===== src/rtl/usb_pkg.sv =====
// Shared USB definitions: CRC5 constants, TX CRC5 state type, and the
// single next-remainder function used by both the RX checker and TX generator.
package usb_pkg;

  localparam logic [4:0]  CRC5_INIT      = 5'b11111;
  localparam logic [4:0]  CRC5_POLY      = 5'b00101;
  localparam logic [4:0]  CRC5_RESIDUAL  = 5'b01100;
  localparam int unsigned TOKEN_CRC_BITS = 11;

  typedef enum logic [1:0] {
    IDLE = 2'd0,
    DATA = 2'd1,
    CRC  = 2'd2,
    DONE = 2'd3
  } crc5_tx_state_t;

  // One serial CRC5 step: shift left, fold in the taps when the outgoing
  // MSB differs from the incoming bit.
  function automatic logic [4:0] crc5_step(
    input logic [4:0] crc,
    input logic       b,
    input logic [4:0] poly = CRC5_POLY
  );
    logic fb;
    fb = crc[4] ^ b;
    return {crc[3:0], 1'b0} ^ (fb ? poly : 5'b00000);
  endfunction

endpackage


===== src/rtl/crc5_tx.sv =====
// Transmit-side USB CRC5 generator/appender. Payload bits pass straight
// through to the encoder while the remainder accumulates; the inverted
// remainder is then shifted out MSB first. The encoder paces every bit
// with shift_en.
module crc5_tx
  import usb_pkg::*;
#(
  parameter int unsigned DATA_BITS = TOKEN_CRC_BITS,
  parameter logic [4:0]  CRC_INIT  = CRC5_INIT,
  parameter logic [4:0]  CRC_POLY  = CRC5_POLY
) (
  input  logic clk,
  input  logic n_rst,
  input  logic start,
  input  logic abort,
  input  logic shift_en,
  input  logic data_bit,
  output logic tx_bit,
  output logic crc_phase,
  output logic data_req,
  output logic busy,
  output logic done
);

  localparam logic [4:0] LAST_DATA = 5'(DATA_BITS - 1);
  localparam logic [4:0] LAST_CRC  = 5'd4;

  if (DATA_BITS < 5 || DATA_BITS > 31) begin : g_bad_data_bits
    $error("crc5_tx: DATA_BITS must be in 5..31");
  end

  crc5_tx_state_t state;
  logic [4:0]     crc;
  logic [4:0]     cnt;

  // Frame sequencer and remainder register; abort overrides everything.
  always_ff @(posedge clk or negedge n_rst) begin
    if (!n_rst) begin
      state <= IDLE;
      crc   <= CRC_INIT;
      cnt   <= '0;
    end else if (abort) begin
      state <= IDLE;
      crc   <= CRC_INIT;
      cnt   <= '0;
    end else begin
      case (state)
        IDLE: begin
          if (start) begin
            crc   <= CRC_INIT;
            cnt   <= '0;
            state <= DATA;
          end
        end
        DATA: begin
          if (shift_en) begin
            crc <= crc5_step(crc, data_bit, CRC_POLY);
            if (cnt == LAST_DATA) begin
              cnt   <= '0;
              state <= CRC;
            end else begin
              cnt <= cnt + 5'd1;
            end
          end
        end
        CRC: begin
          if (shift_en) begin
            crc <= {crc[3:0], 1'b0};
            cnt <= cnt + 5'd1;
            if (cnt == LAST_CRC) begin
              state <= DONE;
            end
          end
        end
        DONE: begin
          crc   <= CRC_INIT;
          cnt   <= '0;
          state <= IDLE;
        end
        default: begin
          state <= IDLE;
          crc   <= CRC_INIT;
          cnt   <= '0;
        end
      endcase
    end
  end

  // Output decode; tx_bit in DATA is a zero-latency pass-through.
  always_comb begin
    tx_bit    = 1'b0;
    crc_phase = 1'b0;
    data_req  = 1'b0;
    busy      = 1'b0;
    done      = 1'b0;
    case (state)
      DATA: begin
        tx_bit   = data_bit;
        data_req = 1'b1;
        busy     = 1'b1;
      end
      CRC: begin
        tx_bit    = ~crc[4];
        crc_phase = 1'b1;
        busy      = 1'b1;
      end
      DONE: begin
        busy = 1'b1;
        done = 1'b1;
      end
      default: ;
    endcase
  end

endmodule


===== config.mk =====
export PLATFORM = sky130hd
export DESIGN_NAME = crc5_tx
export DESIGN_NICKNAME = d
export VERILOG_FILES = /design/src/rtl/usb_pkg.sv /design/src/rtl/crc5_tx.sv
export SDC_FILE = /design/constraint.sdc
export NUM_CORES = 1
export LEC_CHECK = 0
export ABC_CLOCK_PERIOD_IN_PS = 1600
export CAP_MARGIN = 15
export CELL_PAD_IN_SITES_DETAIL_PLACEMENT = 0
export CELL_PAD_IN_SITES_GLOBAL_PLACEMENT = 1
export CORE_MARGIN = 2
export CORE_UTILIZATION = 37
export CTS_CLUSTER_SIZE = 10
export DETAILED_ROUTE_END_ITERATION = 6
export GPL_TIMING_DRIVEN = 0
export PLACE_DENSITY = 0.75
export SKIP_LAST_GASP = 1
export SLEW_MARGIN = 20
export SYNTH_ARGS = -nofsm -noshare
export SYNTH_HDL_FRONTEND = slang
export SYNTH_SLANG_ARGS = --single-unit

===== constraint.sdc =====
create_clock -name clk -period 1.6 [get_ports clk]
set_input_delay 0.32 -clock clk [delete_from_list [all_inputs] [get_ports clk]]
set_output_delay 0.32 -clock clk [all_outputs]
set_load 0.005 [all_outputs]

### Word-level counts from Yosys, hierarchy flattened

Index checks and enable logic that the tools add are counted.
W data, S select, Z words.

* muxes and demuxes: 24
* equal/unequal tests: 10
* reductions and logical operators: 4
* add/sub/neg operators: 1
* bitwise logic cells: 3

Operators by type and width (count)
* $mux W5: 9
* $pmux W5 S4: 2
* $ne A3 B3 Y1 const B: 5
* $mux W2: 6
* $pmux W2 S4: 1
* $add A5 B1 Y5 const B: 1
* $eq A5 B3 Y1 const B: 1
* $eq A5 B4 Y1 const B: 1
* $reduce_and A5 Y1: 1
* $xor A5 B3 Y5: 1
* $eq A2 B2 Y1 const B: 2
* $mux W1: 4
* $mux W3: 1
* $reduce_and A3 Y1: 1
* $reduce_or A3 Y1: 1
* $eq A2 B1 Y1 const B: 1
* $logic_not A2 Y1: 1
* $pmux W1 S2: 1
* $not A1 Y1: 1
* $xor A1 B1 Y1: 1

* word-level logic and storage cells: 45
* bits of input ports: 6
* output and inout port bits: 5
* register bits after elaboration: 12

### Longest topological paths before layout

Gate-level depths: netlist of the first run.

* word-level depth: 6
* gate-level depth with buffers: 7
* gate-level depth less buffers: 6

### Worst setup path before layout of the first run

OpenSTA, ideal clock, no wires.

* path type: reg-to-reg
* start: register state[0]
* end: register cnt[4]
* path slack: 0.019 ns
* data arrival time: 1.455 ns
* cell stages (with the launch flop): 8
* clock period less this slack: 1.581 ns
* setup time: 0.126 ns
* buffers on the path: 1
* data required time: 1.474 ns
* cells stage by stage: dfrtp_1 -> inv_1 -> ha_1 -> buf_4 -> o21bai_4 -> a21oi_4 -> nor3_1 -> a221o_1

* word-level cells in the longest chain between the ends: 3
* elaborated cells on any way between the ends: 10
* classes of those cells: eq/ne: 6; mux: 2; reduce/logical: 2

RTL lines
* start, declared: line crc5_tx.sv:32 `crc5_tx_state_t state;`
* start signal, assigned: line crc5_tx.sv:39 `state <= IDLE;`
* start signal, assigned: line crc5_tx.sv:43 `state <= IDLE;`
* start signal, assigned: line crc5_tx.sv:52 `state <= DATA;`
* $eq A2 B2 Y1 (tied with other cells): line crc5_tx.sv:47 `case (state)`
* $pmux W5 S4 or $ne A3 B3 Y1 (tied branches)
* $mux W5 or $reduce_and A3 Y1 (tied branches)
* end signal, assigned: line crc5_tx.sv:62 `cnt <= cnt + 5'd1;`
* end signal, assigned: line crc5_tx.sv:69 `cnt <= cnt + 5'd1;`
* end, declared: line crc5_tx.sv:34 `logic [4:0] cnt;`

Several ways; a longest one is shown, not always the timed one.
A chain may end at the register's enable or synchronous reset.

### Worst setup path after layout of the first run

* start: register state[1]
* end: register cnt[0]

The elaborated chain is that of the path after synthesis.

==> metrics, run 1 <==
core area=2020 um^2; CTS clock-pin slew for the worst setup and hold paths=0.08 ns; YS warnings=0; GRT Util Overall=14.7%; leakage power=0.498 nW; reg2reg end=cnt[0]; Unique masters post-synth=34; critical path launch point=state[1]; #FFs+latches synth=12; EDFF count, synth=0; initial antenna violation count=0; worst-case reg-to-reg path depth=8; Async SR Flop Fraction=100%; # IOs=11; Crit-path slowest cell=dfrtp_1; total iterations of the first detailed-routing run=3; area of the die=2580 um^2; Die H=50.8 um; Post-Route WL=1790 um; TritonCTS clock tree=done; Syn-to-layout area delta=44.2%; crit path DAT=1.91 ns; period utilization=109%; Max-Cap Viols=0; Synth Net Count=94; pwr/cell area=1570 nW/um^2; Port-buffer cells=10; Worst Path Required=1.76 ns; CTS buffer count=3; largest family of logic cells by synthesized area=compound AO/OA/AOI/OAI gates; hpwl dp=1130 um; post-route design area=1170 um^2; post-synthesis compound-gate area fraction=20.7%; Cell Chain, Critical Path=buf_6 -> ha_4 -> buf_6 -> buf_6 -> o21bai_4 -> a21oi_4 -> buf_6 -> mux2_4; most used cell, CP=buf_6; Syn Std Cell Area=810 um^2; min-delay worst type=input port to async pin; # diodes=0; CTS Sinks=12; Crit path largest cell delay=0.42 ns; Slew headroom=61.1%; worst skew pair latency=0.27 ns; largest net degree at the start of global routing=13; RSZ-0062 raised after global routing=yes; Worst R2R Start=state[1]; mux contribution to synthesized area=3.86%; highest clock rate=572 MHz; failing checks=setup timing; Final Critical Period=1.75 ns; clk_skew=0.000467 ns; vias=670; # H-tree levels=1; crit path kind=flip-flop to flip-flop; Root Buffer=clkbuf_4; Setup TNS=-0.860 ns; crit start category=flip-flop; vias in the first global route=645; Synth Area in XOR/XNOR=3.25%; 1st-iter DRT viols=5; Setup WS post-layout=-0.147 ns; Placer Congestion=0.735; chip width=50.8 um; Synth Instances=81; Hold Vio Cnt, Final=0; GR Overflow Total=0; layout cell share with drive strength beyond 1=41.5%; clock buffer depth=2; Seq/Total Area, Yosys=37.9%; Worst setup EP type=flip-flop; worst slew pin tran=0.582 ns; remaining antenna violation count=0; vias per std cell=5.04; Worst Path Max Fanout=5; DR WL/cell=13.4 um; first-pass GRT wire length=2810 um; Synth Area in Simple Gates=17.9%; row cnt=16; IR drop worst, VDD=672 uV; syn_area_per_cell=9.99 um^2; status=complete, but fails checks; nets@finish=120; Initial Util=40.0%; reg-to-reg setup timing slack=-0.15 ns; fraction of the mapped netlist area in adder cells=10.8%; Main synth FF type=dfrtp_1; # DRC=0; max-slew violations=0; final setup fails=10; Placed Area=943 um^2
-- cells in the final DEF (no fill, tap or decap), types with 4 or more instances in the layout --
| cell type | instances |
|---|---|
| clkdlybuf4s50_1 | 5 |
| dfrtp_1 | 6 |
| o21ai_0 | 4 |
| nand2_1 | 5 |
| dfstp_2 | 5 |
| inv_1 | 5 |
| nand2b_1 | 4 |
| buf_4 | 6 |
| nor2_1 | 5 |
| ha_1 | 4 |
| buf_6 | 6 |
-- sequential cells by signal, summed over array words and instances, names as in the netlist --
signal / count
state: 2
cnt: 5
crc: 5
-- worst max path at each step --
| stage | endpoint | slack (ns) | cells after the start |
|---|---|---|---|
| after detailed placement | tx_bit | -0.30 | 6 |
| after CTS | cnt[0] | -0.12 | 8 |
| after floorplan | cnt[4] | 0.02 | 7 |
| after global routing | cnt[0] | -0.20 | 8 |
| after global placement | tx_bit | -0.25 | 6 |
| final | cnt[0] | -0.15 | 8 |
-- synthesized netlist by cell type (2+ instances only) --
cell type / instances / area share (%)
a21oi_1: 2 / 1.2
a22o_1: 3 / 3.2
a22oi_1: 2 / 1.9
dfrtp_1: 7 / 22
dfstp_2: 5 / 16
ha_1: 7 / 11
inv_1: 7 / 3.2
mux2i_1: 2 / 2.5
nand2_1: 6 / 2.8
nand2b_1: 4 / 3.1
nand3_1: 3 / 1.9
nor2_1: 6 / 2.8
nor3_1: 2 / 1.2
o21ai_0: 4 / 2.5
xor2_1: 2 / 2.2
-- kinds of logic (layout without fill, tap and decap cells) --
group / count (synthesis) / count (layout)
AO/OA/AOI/OAI: 20 / 20
XOR/XNOR: 3 / 3
adder cells (fa/ha/maj): 7 / 7
buffers and inverters: 9 / 34
flip-flops: 12 / 12
multiplexers: 3 / 3
AND/OR/NAND/NOR: 27 / 27
-- layout make-up --
class | count | area [um^2]
clock buffer | 4 | 36.3
timing repair buffer | 21 | 188
fill | 196 | 855
inverter | 7 | 28.8
buffer | 2 | 22.5
sequential | 12 | 308
tap | 27 | 33.8
multi-input combinational | 60 | 551
-- where the power goes --
group / internal [mW] / leakage [nW] / switching (mW) / total (mW)
clock network: 0.138 / 0.0210 / 0.107 / 0.245
registers: 0.419 / 0.148 / 0.0659 / 0.485
logic: 0.555 / 0.330 / 0.549 / 1.10
-- critical path: cells and delay by family (launching register included) --
kind / cells / cell delay (ns)
multiplexers: 1 / 0.25
AO/OA/AOI/OAI: 2 / 0.31
buffers and inverters: 4 / 0.51
flip-flops: 1 / 0.42
adder cells (fa/ha/maj): 1 / 0.15
-- per-layer routing --
layer  vias to the layer above  part of all wire (%)  track usage, %
met4                         0                  0.50            6.76
li1                        333                     -               -
met2                        10                    51            25.7
met5                         -                     0               0
met3                         2                   2.1            2.68
met1                       325                    47            17.3
-- per-stage QoR --
| step | util [%] | instances | power [mW] | setup slack, ns | hold WS [ns] |
|---|---|---|---|---|---|
| floorplan | - | 81 | 0.992 | 0.0187 | 0.0244 |
| global placement | 46.7 | 118 | 1.20 | -0.255 | 0.482 |
| global route | 57.7 | 133 | 1.97 | -0.205 | 0.444 |
| CTS | 53.4 | 131 | 1.65 | -0.121 | 0.413 |
| detailed placement | 46.7 | 118 | 1.22 | -0.297 | 0.478 |
| finish | 57.7 | 133 | 1.83 | -0.147 | 0.413 |
-- what timing repair did --
item,4_1_cts,5_1_grt
buffers inserted,9,2
hold buffers,0,0
pin swaps,2,5
setup endpoints to repair,16,14
cloned,0,0
gates resized for setup,24,18
Power figures use the tool's default switching activity.
==> run 2, diff against run 1 <==
Settings changed: ABC_AREA from default to 1, CORE_UTILIZATION 37 to 35, TNS_END_PERCENT from default to 50.
==> run 2 against run 1 <==
Non-clock buffer count down 5. Synthesized area up 7.0%. Total power shrank 12%. The flow now finishes without violations. Setup slack gained 0.15 ns. Hold slack got worse by 0.0093 ns. Global-route usage decreased by 0.40 points. Critical endpoint is now done. Maximum frequency is 9.7% higher. Wire length up 9.6%.
==> metrics, run 2 <==
Synth Net Count=129 (was 94); Slew headroom=62.8% (was 61.1%); 1st-iter DRT viols=13 (was 5); top post-synthesis cells by count=nand2_1 (33), inv_1 (17), nand3_1 (14) (was dfrtp_1 (7), ha_1 (7), inv_1 (7)); hpwl dp=1430 um (was 1130 um); largest net degree at the start of global routing=13 (unchanged); M2 GR Usage=24.4% (was 25.7%); switching share of power=42.3% (was 39.4%); min-delay worst type=input port to async pin (unchanged); core area=2410 um^2 (was 2020 um^2); count leader, synth=nand2_1; RSZ-0062 raised after global routing=yes (unchanged); Die H=53.7 um (was 50.8 um); Core Util, Final=48.4% (was 57.7%); Initial Util=35.9% (was 40.0%); # diodes=0 (unchanged); routing usage on met3=1.67% (was 2.68%); placed cells=156 (was 118); Hold Vio Cnt, Final=0 (unchanged); vias in the first global route=687 (was 645); switching power=0.681 mW (was 0.722 mW); Synth area leaders=dfrtp_1 (20%), dfstp_2 (15%), nand2_1 (14%), ha_1 (10%), nand3_1 (8.1%) (was dfrtp_1 (22%), dfstp_2 (16%), ha_1 (11%), inv_1 (3.2%), a22o_1 (3.2%)); Async SR Flop Fraction=100% (unchanged); nets@finish=151 (was 120); Seq/Total Area, Yosys=35.4% (was 37.9%); CTS clock-pin slew for the worst setup and hold paths=0.08 ns (about the same); Setup TNS=0 ns (was -0.860 ns); # DRC=0 (unchanged); Post-Layout Cell Count=167 (was 133); status=finished, final reports clean (was complete, but fails checks); Post-Route WL=1960 um (was 1790 um); leakage power=0.560 nW (was 0.498 nW); Worst Path Max Fanout=3 (was 5); crit path kind=flip-flop to output pin (was flip-flop to flip-flop); crit start category=flip-flop (unchanged); vias=793 (was 670); Synth top area share=20.2% (was 21.6%); Main synth FF type=dfrtp_1 (unchanged); total iterations of the first detailed-routing run=4 (was 3); first-pass GRT wire length=2950 um (was 2810 um); CTS buffer count=3 (unchanged); Max-Cap Viols=0 (unchanged); chip width=53.7 um (was 50.8 um); Synth area leader=dfrtp_1 (unchanged); max-slew violations=0 (unchanged); # IOs=11 (unchanged); crit path DAT=1.27 ns (was 1.91 ns); # H-tree levels=1 (unchanged); row cnt=18 (was 16); Reg power frac=30.1% (was 26.4%); final setup fails=0 (was 10); GR Overflow Total=0 (unchanged); EDFF count, synth=0 (unchanged); CTS Sinks=12 (unchanged); quantity of hold-fixing buffers added after cts=0 (unchanged); TritonCTS clock tree=done (unchanged); clk_skew=0.00544 ns (was 0.000467 ns); initial antenna violation count=0 (unchanged); GRT Util Overall=14.3% (was 14.7%); most common cell after layout, fill and taps aside=nand2_1; pwr/cell area=1380 nW/um^2 (was 1570 nW/um^2); most frequent cells in the layout=nand2_1 (32), inv_1 (14), nand3_1 (13) (was buf_6 (6), dfrtp_1 (6), buf_4 (6)); Unique masters post-synth=19 (was 34); highest clock rate=628 MHz (was 572 MHz); syn_area_per_cell=7.46 um^2 (was 9.99 um^2); area of the die=2890 um^2 (was 2580 um^2); YS warnings=0 (unchanged); clock buffer depth=2 (unchanged); remaining antenna violation count=0 (unchanged); worst skew pair latency=0.27 ns (about the same); Syn-to-layout area delta=34.7% (was 44.2%); Comb power frac=57.6% (was 60.2%); layout cell share with drive strength beyond 1=29.2% (was 41.5%); largest registers=cnt x5, crc x5, state x2 (unchanged); IR drop worst, VDD=875 uV (was 672 uV); Clock Power Share=12.3% (was 13.4%); Placer Congestion=0.750 (was 0.735); #FFs+latches synth=12 (unchanged); Root Buffer=clkbuf_4 (unchanged); Worst Path Required=1.28 ns (was 1.76 ns); Final Critical Period=1.59 ns (was 1.75 ns); GR Layer Usage met1=18.4% (was 17.3%); Worst setup EP type=output pin (was flip-flop); Synth Instances=116 (was 81); vias per std cell=4.75 (was 5.04); worst slew pin tran=0.556 ns (was 0.582 ns); Overall Power=1.61 mW (was 1.83 mW); period utilization=99.5% (was 109%); GRT busiest layer=met2 (unchanged); Port-buffer cells=10 (unchanged); worst-case reg-to-reg path depth=10 (was 8); DR WL/cell=11.7 um (was 13.4 um); Syn Std Cell Area=866 um^2 (was 810 um^2); internal power component=0.927 mW (was 1.11 mW)
[run 2: cell types whose count changed after synthesis, moves of 3 or more]
cell      change
nand2_1      +27
inv_2         +4
a22o_1        -3
nand3_1      +11
inv_1        +10
nor2_1        +4
nand2b_1      -4
o21ai_0       -3
a21oi_1       +3
[run 2: kinds of logic (layout without fill, tap and decap cells)]
group	Yosys count	in the layout	share of synthesized area, %
buf+inv	22	43	10.4
xor+xnor	1	1	1.01
flops	12	12	35.4
compound gates	8	8	5.49
simple gates	66	66	37.6
fa+ha+maj	7	7	10.1
[run 2: worst paths after layout]
| kind | from | end | slack [ns] |
|---|---|---|---|
| worst max-delay path | state[0] | done | 0.007 |
| worst min-delay path | n_rst | cnt[1] | 0.40 |
| worst max register to register | state[1] | cnt[4] | 0.04 |
| worst min register to register | crc[0] | crc[0] | 0.48 |
| max in group asynchronous | n_rst | state[0] | 0.79 |
| min in group clk | crc[0] | crc[0] | 0.48 |
[run 2: what timing repair did]
action | in CTS | in global routing
gates resized for setup | 14 | 16
endpoints found under the setup margin | 10 | 14
pin swaps | 0 | 3
cloned | 0 | 1
buffers inserted | 3 | 3
[run 2: critical path, cell delays in order, from the launching register on]
cell	delay, ns
dfrtp_2	0.44
buf_6	0.14
ha_1	0.18
dlygate4sd2_1	0.26
[run 2: metal layers]
metal  share of wire, %  vias to the layer above
li1                   -                      408
met1                 46                      374
met2                 52                        9
met3                2.0                        2
met4               0.66                        0
met5                  0                        -
[run 2: area by class of cell]
type / instances / area [um^2]
repair buffers: 17 / 166
plain buffers: 1 / 15.0
inverters: 21 / 86.3
flip-flops and latches: 12 / 308
fillers: 253 / 1240
well taps: 30 / 37.5
multi-input cells: 82 / 527
clock buffers: 4 / 26.3
[run 2: through the flow]
stage	setup WS (ns)	cell area [um^2]	hold WS, ns
6_report	0.00726	1170	0.403
5_1_grt	-0.0517	1170	0.454
4_1_cts	-0.148	1070	0.420
3_5_place_dp	-0.262	1000	0.465
3_3_place_gp	-0.245	1000	0.459
2_1_floorplan	0.165	866	0.0244
[run 2: power by group through the flow]
stage | combinational [mW] | clock [mW] | sequential [mW]
finish | 0.926 | 0.198 | 0.483
global route | 1.03 | 0.216 | 0.495
CTS | 0.761 | 0.203 | 0.475
detailed placement | 0.691 | 0 | 0.486
global placement | 0.687 | 0 | 0.480
floorplan | 0.482 | 0 | 0.468
